<file path="src/rtl/lstm_seq_driver_if.sv">
// Sample-in / hidden-state-out streams of the LSTM sequencer.
// Both directions use a valid/ready handshake.
interface lstm_seq_driver_if #(
  parameter int DATA_WIDTH = 16
);
  logic [DATA_WIDTH-1:0] x_in;
  logic                  x_valid;
  logic                  x_last;
  logic                  x_ready;
  logic [DATA_WIDTH-1:0] h_data;
  logic                  h_valid;
  logic                  h_last;
  logic                  h_ready;

  modport master (
    output x_in,
    output x_valid,
    output x_last,
    input  x_ready,
    input  h_data,
    input  h_valid,
    input  h_last,
    output h_ready
  );

  modport slave (
    input  x_in,
    input  x_valid,
    input  x_last,
    output x_ready,
    output h_data,
    output h_valid,
    output h_last,
    input  h_ready
  );
endinterface

</file>
<file path="src/rtl/lstm_seq_driver.sv">
// Sequencer around a combinational LSTM cell: feeds X/c/h,
// waits for the cell to settle, captures c/h and emits h.
module lstm_seq_driver #(
  parameter int DATA_WIDTH    = 16,
  parameter int FRACT_WIDTH   = 8,
  parameter int SETTLE_CYCLES = 2,
  parameter int CNT_WIDTH     = 8
) (
  input  logic                  clk,
  input  logic                  rst,
  lstm_seq_driver_if.slave      bus,
  input  logic                  seq_clear,
  output logic [DATA_WIDTH-1:0] cell_x,
  output logic [DATA_WIDTH-1:0] cell_c,
  output logic [DATA_WIDTH-1:0] cell_h,
  input  logic [DATA_WIDTH-1:0] cell_c_out,
  input  logic [DATA_WIDTH-1:0] cell_h_out,
  output logic [CNT_WIDTH-1:0]  step_cnt
);

  if (SETTLE_CYCLES < 1 || SETTLE_CYCLES > 15) begin : g_bad_settle
    $error("SETTLE_CYCLES must be 1..15");
  end

  if (FRACT_WIDTH >= DATA_WIDTH) begin : g_bad_fract
    $error("FRACT_WIDTH must be below DATA_WIDTH");
  end

  typedef enum logic [1:0] {
    IDLE   = 2'd0,
    SETTLE = 2'd1,
    EMIT   = 2'd2
  } state_e;

  // The first SETTLE cycle is spent with freshly registered cell inputs,
  // so counting down from SETTLE_CYCLES leaves that many stable cycles.
  localparam logic [3:0] SETTLE_LD = 4'(SETTLE_CYCLES);

  state_e                state_q, state_d;
  logic [3:0]            cnt_q, cnt_d;
  logic [DATA_WIDTH-1:0] cell_x_q, cell_x_d;
  logic [DATA_WIDTH-1:0] c_q, c_d;
  logic [DATA_WIDTH-1:0] h_q, h_d;
  logic [DATA_WIDTH-1:0] hd_q, hd_d;
  logic                  hl_q, hl_d;
  logic                  last_q, last_d;
  logic [CNT_WIDTH-1:0]  step_q, step_d;

  always_comb begin
    state_d  = state_q;
    cnt_d    = cnt_q;
    cell_x_d = cell_x_q;
    c_d      = c_q;
    h_d      = h_q;
    hd_d     = hd_q;
    hl_d     = hl_q;
    last_d   = last_q;
    step_d   = step_q;
    unique case (state_q)
      IDLE: begin
        if (seq_clear) begin
          c_d    = '0;
          h_d    = '0;
          step_d = '0;
        end
        if (bus.x_valid) begin
          cell_x_d = bus.x_in;
          last_d   = bus.x_last;
          cnt_d    = SETTLE_LD;
          state_d  = SETTLE;
        end
      end
      SETTLE: begin
        if (cnt_q == 4'd0) begin
          c_d     = cell_c_out;
          h_d     = cell_h_out;
          hd_d    = cell_h_out;
          hl_d    = last_q;
          state_d = EMIT;
        end else begin
          cnt_d = cnt_q - 4'd1;
        end
      end
      EMIT: begin
        if (bus.h_ready) begin
          state_d = IDLE;
          if (hl_q) begin
            c_d    = '0;
            h_d    = '0;
            step_d = '0;
          end else begin
            step_d = step_q + CNT_WIDTH'(1);
          end
        end
      end
      default: state_d = IDLE;
    endcase
  end

  always_ff @(posedge clk or negedge rst) begin
    if (!rst) begin
      state_q  <= IDLE;
      cnt_q    <= '0;
      cell_x_q <= '0;
      c_q      <= '0;
      h_q      <= '0;
      hd_q     <= '0;
      hl_q     <= 1'b0;
      last_q   <= 1'b0;
      step_q   <= '0;
    end else begin
      state_q  <= state_d;
      cnt_q    <= cnt_d;
      cell_x_q <= cell_x_d;
      c_q      <= c_d;
      h_q      <= h_d;
      hd_q     <= hd_d;
      hl_q     <= hl_d;
      last_q   <= last_d;
      step_q   <= step_d;
    end
  end

  assign bus.x_ready = (state_q == IDLE);
  assign bus.h_valid = (state_q == EMIT);
  assign bus.h_data  = hd_q;
  assign bus.h_last  = hl_q;
  assign cell_x      = cell_x_q;
  assign cell_c      = c_q;
  assign cell_h      = h_q;
  assign step_cnt    = step_q;

endmodule

</file>
<file path="src/flat_wrapper.sv">
// flat-port wrapper written by rule: the top's interface ports become plain ports
module lstm_seq_driver_flat 
#(
  parameter int DATA_WIDTH    = 16,
  parameter int FRACT_WIDTH   = 8,
  parameter int SETTLE_CYCLES = 2,
  parameter int CNT_WIDTH     = 8
)
  (clk, rst, seq_clear, cell_x, cell_c, cell_h, cell_c_out, cell_h_out, step_cnt, bus_x_in, bus_x_valid, bus_x_last, bus_x_ready, bus_h_data, bus_h_valid, bus_h_last, bus_h_ready);
  lstm_seq_driver_if #(.DATA_WIDTH(DATA_WIDTH)) bus_i ();
  input  logic clk;
  input  logic rst;
  input  logic seq_clear;
  output logic [DATA_WIDTH-1:0] cell_x;
  output logic [DATA_WIDTH-1:0] cell_c;
  output logic [DATA_WIDTH-1:0] cell_h;
  input  logic [DATA_WIDTH-1:0] cell_c_out;
  input  logic [DATA_WIDTH-1:0] cell_h_out;
  output logic [CNT_WIDTH-1:0] step_cnt;
  input wire logic [$bits(bus_i.x_in)-1:0] bus_x_in;
  input wire logic [$bits(bus_i.x_valid)-1:0] bus_x_valid;
  input wire logic [$bits(bus_i.x_last)-1:0] bus_x_last;
  output wire logic [$bits(bus_i.x_ready)-1:0] bus_x_ready;
  output wire logic [$bits(bus_i.h_data)-1:0] bus_h_data;
  output wire logic [$bits(bus_i.h_valid)-1:0] bus_h_valid;
  output wire logic [$bits(bus_i.h_last)-1:0] bus_h_last;
  input wire logic [$bits(bus_i.h_ready)-1:0] bus_h_ready;
  assign bus_i.x_in = bus_x_in;
  assign bus_i.x_valid = bus_x_valid;
  assign bus_i.x_last = bus_x_last;
  assign bus_x_ready = bus_i.x_ready;
  assign bus_h_data = bus_i.h_data;
  assign bus_h_valid = bus_i.h_valid;
  assign bus_h_last = bus_i.h_last;
  assign bus_i.h_ready = bus_h_ready;
  lstm_seq_driver #(.DATA_WIDTH(DATA_WIDTH), .FRACT_WIDTH(FRACT_WIDTH), .SETTLE_CYCLES(SETTLE_CYCLES), .CNT_WIDTH(CNT_WIDTH)) u_core (.clk(clk), .rst(rst), .bus(bus_i), .seq_clear(seq_clear), .cell_x(cell_x), .cell_c(cell_c), .cell_h(cell_h), .cell_c_out(cell_c_out), .cell_h_out(cell_h_out), .step_cnt(step_cnt));
endmodule
</file>
<file path="config.mk">
export PLATFORM = sky130hd
export DESIGN_NAME = lstm_seq_driver_flat
export DESIGN_NICKNAME = d
export VERILOG_FILES = /design/src/rtl/lstm_seq_driver_if.sv /design/src/rtl/lstm_seq_driver.sv /design/src/flat_wrapper.sv
export SDC_FILE = /design/constraint.sdc
export NUM_CORES = 1
export LEC_CHECK = 0
export CELL_PAD_IN_SITES_DETAIL_PLACEMENT = 1
export CELL_PAD_IN_SITES_GLOBAL_PLACEMENT = 1
export CORE_MARGIN = 5
export CORE_UTILIZATION = 40
export CTS_CLUSTER_SIZE = 28
export DETAILED_ROUTE_END_ITERATION = 12
export DONT_BUFFER_PORTS = 1
export GPL_TIMING_DRIVEN = 0
export HOLD_SLACK_MARGIN = 0.1
export PLACE_DENSITY = 0.7
export SETUP_SLACK_MARGIN = 0.02
export SLEW_MARGIN = 20
export SYNTH_ARGS = -nofsm -noshare
export SYNTH_HDL_FRONTEND = slang
export SYNTH_SLANG_ARGS = --single-unit
</file>
<file path="constraint.sdc">
create_clock -name clk -period 1.6 [get_ports clk]
set_input_delay 0.32 -clock clk [delete_from_list [all_inputs] [get_ports clk]]
set_output_delay 0.32 -clock clk [all_outputs]
set_load 0.02 [all_outputs]
</file>
# After elaboration in Yosys (flattened, before gate mapping)
# Index checks and enable logic that the tools add are counted.
classes:
  n_addsub: 2
  n_eq_ne: 8
  muxes: 18
  reduce_logical: 11
ops:
  columns: ["operator", "n"]
  rows:
  - ["16-bit case mux with 3 select lines", 2]
  - ["16-bit 2-to-1 mux", 5]
  - ["8-bit 2-to-1 mux", 3]
  - ["8-bit case mux with 2 select lines", 1]
  - ["3-bit AND reduction", 3]
  - ["8-bit by 1-bit adder with 8-bit output (second input constant)", 1]
  - ["4-bit 2-to-1 mux", 2]
  - ["4-bit case mux with 2 select lines", 1]
  - ["2-bit 2-to-1 mux", 3]
  - ["2-bit by 1-bit != test with 1-bit output (second input constant)", 3]
  - ["2-bit != test (second input constant)", 3]
  - ["2-bit case mux with 3 select lines", 1]
  - ["5-bit AND reduction", 1]
  - ["4-bit zero test", 1]
  - ["2-bit AND reduction", 2]
  - ["2-bit nonzero test", 2]
  - ["4-bit by 1-bit subtractor with 4-bit output (second input constant)", 1]
  - ["3-bit nonzero test", 1]
  - ["2-bit by 1-bit == test with 1-bit output (second input constant)", 1]
  - ["2-bit == test (second input constant)", 1]
  - ["2-bit zero test", 1]
word_totals:
  inputBits: 54
  reg_bits: 80

# Depth between registers and ports, before layout
depth:
  word_depth: 4
  ltp_mapped: 8

# Worst setup path after synthesis
# No wires, ideal clock.
synth_timing:
  path_kind: "register -> register"
  from: "reg u_core.state_q[1]"
  to: "reg u_core.cell_x_q[10] (netlist: u_core.cell_x[10])"
  path_slack_ps: -134
  t_arrival_ps: 1606
  setup_ps: 127
  n_path_buf: 3
  stages_incl_launch_ff: 7
  cell_sequence: "dfrtp_1 -> buf_4 -> nor2_1 -> and2_1 -> buf_4 -> buf_6 -> mux2_1"
synth_between:
  elab_chain_cells: 2
synth_lines:
  columns: ["element", "line", "rtl"]
  rows:
  - ["from (decl)", "lstm_seq_driver.sv:39", "state_e state_q, state_d;"]
  - ["from (signal assigned)", "lstm_seq_driver.sv:112", "state_q <= state_d;"]
  - ["2-bit zero test", null, null]
  - ["named net bus_x_ready", "flat_wrapper.sv:23", "output wire logic [$bits(bus_i.x_ready)-1:0] bus_x_ready;"]
  - ["2-bit AND reduction (no line)", null, null]
  - ["to (signal assigned)", "lstm_seq_driver.sv:114", "cell_x_q <= cell_x_d;"]
  - ["to (decl)", "lstm_seq_driver.sv:41", "logic [DATA_WIDTH-1:0] cell_x_q, cell_x_d;"]
# The timed path passes the listed nets, and every way through them passes these cells.
# A chain may end at the register's enable or synchronous reset.

# Final worst setup path
layout_timing:
  from: "reg u_core.cnt_q[1]"
  to: "reg u_core.c_q[6] (netlist: u_core.cell_c[6])"
layout_between:
  elab_chain_cells: 3
layout_lines:
  columns: ["element", "line", "rtl"]
  rows:
  - ["from (decl)", "lstm_seq_driver.sv:40", "logic [3:0] cnt_q, cnt_d;"]
  - ["from (signal assigned)", "lstm_seq_driver.sv:113", "cnt_q <= cnt_d;"]
  - ["4-bit zero test", "lstm_seq_driver.sv:74", "if (cnt_q == 4'd0) begin"]
  - ["2-bit by 1-bit != test with 1-bit output (no line)", null, null]
  - ["5-bit AND reduction (no line)", null, null]
  - ["to (signal assigned)", "lstm_seq_driver.sv:105", "c_q <= '0;"]
  - ["to (signal assigned)", "lstm_seq_driver.sv:115", "c_q <= c_d;"]
  - ["to (decl)", "lstm_seq_driver.sv:42", "logic [DATA_WIDTH-1:0] c_q, c_d;"]
# Every way passes these cells.

==> impl_metrics.ini <==
[drt]
wirelength_um = 8835
antenna_violating_nets_post_route = 0
routed_wire_length_per_instance_um = 20.08
detailedRoute.firstPassIterationCount = 4
drt_iter0_drc = 114
vias_per_cell = 5.295
detailroute.via_count = 2330
route.detailed.drc = 0

[worst_setup_path]
startpoint_type = flop
critical_path_required_ns = 1.89
crit_type = flop to flop
r2r_slack_ns = 0.008
crit_arrival_ns = 1.88
worstSetupEndpointType = flop
worst-path-max-fanout = 10
reg2reg_depth = 7
timing.rr.end = u_core.cell_c[6]$_DFFE_PN0P_
regToRegStartpoint = u_core.cnt_q[1]$_DFFE_PN0P_

[yosys]
gate_count_post_synth = 266
yosys.area.top_type = dfrtp_1
ys_top_cells_by_area = dfrtp_1 62%, a22o_1 9.0%, nand2_1 7.1%
synth_edf_count = 0
async_reset_ff_frac = 1.000
synth.avg_cell_area_um2 = 12.12
synth.cell_area_um2 = 3223
yosys_register_bits = 80
synth_cell_type_count = 35
seq_area_frac_synth = 0.6211
synth.top_cell.area_share = 0.6211
number_of_warnings_printed_during_yosys_synthesis = 0
ys_dominant_reg_cell = dfrtp_1
syn_nets = 323

[clocking]
numClockSinks = 80
clk_pin_slew_worst_paths_ns = 0.09
clk-insertion-delay-late_ns = 0.35
tritoncts = built
cts_buffers = 9
cts_max_path_buffers = 2
clock-root-buffer = clkbuf_8
number_of_h_tree_levels = 3

[placed_design]
place.port_buffers = 0
preCtsSetupSlack_ns = -0.3484
placedCellCount = 368
place_congestion = 0.7360
dp_hpwl_um = 5738

[final_layout]
seq_area_um2 = 2006
most-common-layout-cells = 77 x dfrtp_1, 46 x nand2_1, 36 x dlygate4sd3_1
fin_cells = 440
final_nets = 390
area_delta_synth_final_pct = 36.61
layout-drive-gt1-share = 0.3107
footprint_of_the_multi_input_gates_um2 = 1295
number_of_antenna_repair_diodes = 0
fillCellCount = 801
most_common_cell_after_layout_fill_and_taps_aside = dfrtp_1

[sta]
final.setup.worst_slack_ns = 0.007835
report.final.slew_viol_count = 0
rsz0062_at_grt = true
setup_violations = 0
layout_worst_path_cycle_share = 0.9951
final.setup_skew_ns = 0.01705
fmaxAchievable_ghz = 0.6281
worstMarginPinSlew_ns = 0.3516
finalHoldViolCount = 80
finalHoldWorstSlack_ns = -0.3478
slew_headroom = 0.7656
timing.final.crit_period_ns = 1.592

[floorplanning]
dieArea_um2 = 9953
die_w_um = 99.77
chipHeight_um = 99.77
core_ar_um2 = 7807
floorplan.io_pins = 129
initial_core_util = 0.4128
num_rows = 32

[global_route]
grt_pass1_vias = 2553
pin_count_of_the_biggest_net_entering_global_routing = 81
antenna_violations_before_repair = 0
grt_util_all_layers = 0.1767
global_route_wire_length_before_repair_um = 13820
overflow = 0

[status]
run_status = finished with violations
failing_checks = negative hold slack

[pwr]
cellLeakagePower_nw = 2.101
power.density_cell_area_nw_per_um2 = 1974
vdd_ir_drop_max_uv = 784.8

[run]
maxCapViolations = 0

[worst_hold_path]
hold_class = primary input to async pin
-- logic make-up after synthesis --
family	share of synthesized area
flops	0.6211
compound gates	0.1203
simple gates	0.1339
xor+xnor	0.01087
fa+ha+maj	0.01165
mux	0.06910
buf+inv	0.03299
-- cell usage after synthesis (4+ instances only) --
cell type	n
nor2_1	10
mux2_1	8
inv_1	4
a22o_1	33
nand3_1	4
nand2_1	61
o21ai_0	8
buf_2	7
mux2_2	10
dfrtp_1	80
-- metal layers --
| metal | vias up | GRT usage | share of wire |
|---|---|---|---|
| met3 | 10 | 0.04769 | 0.070 |
| met5 | - | 0 | 0 |
| met2 | 75 | 0.2981 | 0.51 |
| li1 | 1059 | - | - |
| met4 | 0 | 0.06933 | 0.015 |
| met1 | 1186 | 0.2147 | 0.40 |
-- final cells by class --
type / instances / area share
buffer: 12 / 0.02870
clock buffer: 9 / 0.02813
clock inverter: 7 / 0.02415
inverter: 4 / 0.003410
multi-input combinational: 169 / 0.2941
sequential: 80 / 0.4555
tap: 102 / 0.02899
timing repair buffer: 57 / 0.1370
-- worst max path at each step --
stage | startpoint | end | slack [ns] | cells past startpoint
after floorplan | u_core.state_q[1]$_DFFE_PN0P_ | u_core.cell_x[10]$_DFFE_PN0P_ | 0.06 | 6
after global placement | u_core.cnt_q[0]$_DFFE_PN0P_ | u_core.bus.h_data[10]$_DFFE_PN0P_ | -0.26 | 7
after detailed placement | u_core.cnt_q[0]$_DFFE_PN0P_ | u_core.bus.h_data[9]$_DFFE_PN0P_ | -0.35 | 7
after CTS | u_core.cnt_q[1]$_DFFE_PN0P_ | u_core.cell_c[3]$_DFFE_PN0P_ | -0.007 | 7
final | u_core.cnt_q[1]$_DFFE_PN0P_ | u_core.cell_c[6]$_DFFE_PN0P_ | 0.008 | 7
after global routing | u_core.cnt_q[0]$_DFFE_PN0P_ | u_core.cell_c[3]$_DFFE_PN0P_ | -0.09 | 7
-- metrics by stage --
stage	hold slack (ns)	area, um2	TNS [ns]	power, W	util
after floorplan	0.02441	3231	0	0.005452	-
after global placement	0.02661	3358	-10.20	0.005934	0.4301
after detailed placement	0.02631	3358	-14.61	0.006076	0.4301
after CTS	-0.3649	4203	-0.01910	0.008349	0.5383
after global routing	-0.3724	4403	-2.466	0.009177	0.5639
final	-0.3478	4403	0	0.008692	0.5639
-- worst max-delay path: stages, from the launching register on --
cell and delay [ns]:
dfrtp_1 0.39, inv_2 0.08, ha_4 0.13, or3b_4 0.39
nor2_4 0.13, buf_6 0.14, buf_8 0.12, a22o_1 0.15
-- registers in the layout (all words and copies together) (netlist names) --
register / flops
u_core.last_q: 1
u_core.cnt_q: 4
u_core.bus.h_last: 1
u_core.bus.h_data: 16
u_core.cell_h: 16
u_core.cell_x: 16
u_core.step_cnt: 8
u_core.cell_c: 16
u_core.state_q: 2
-- power breakdown --
part / switching (W) / internal, W / leakage (nW)
combinational: 0.00132 / 0.00157 / 0.963
clock: 0.000821 / 0.000913 / 0.117
sequential: 0.00135 / 0.00272 / 1.02
total: 0.00349 / 0.00521 / 2.10
-- what timing repair did --
action,in CTS,in global routing
gates cloned,3,0
hold buffers,35,1
setup buffers,13,5
pin swaps,16,19
setup endpoints to repair,62,70
gates resized for setup,31,47
endpoints found under the hold margin,127,81
No activity file was read; power rests on OpenSTA's default activity.
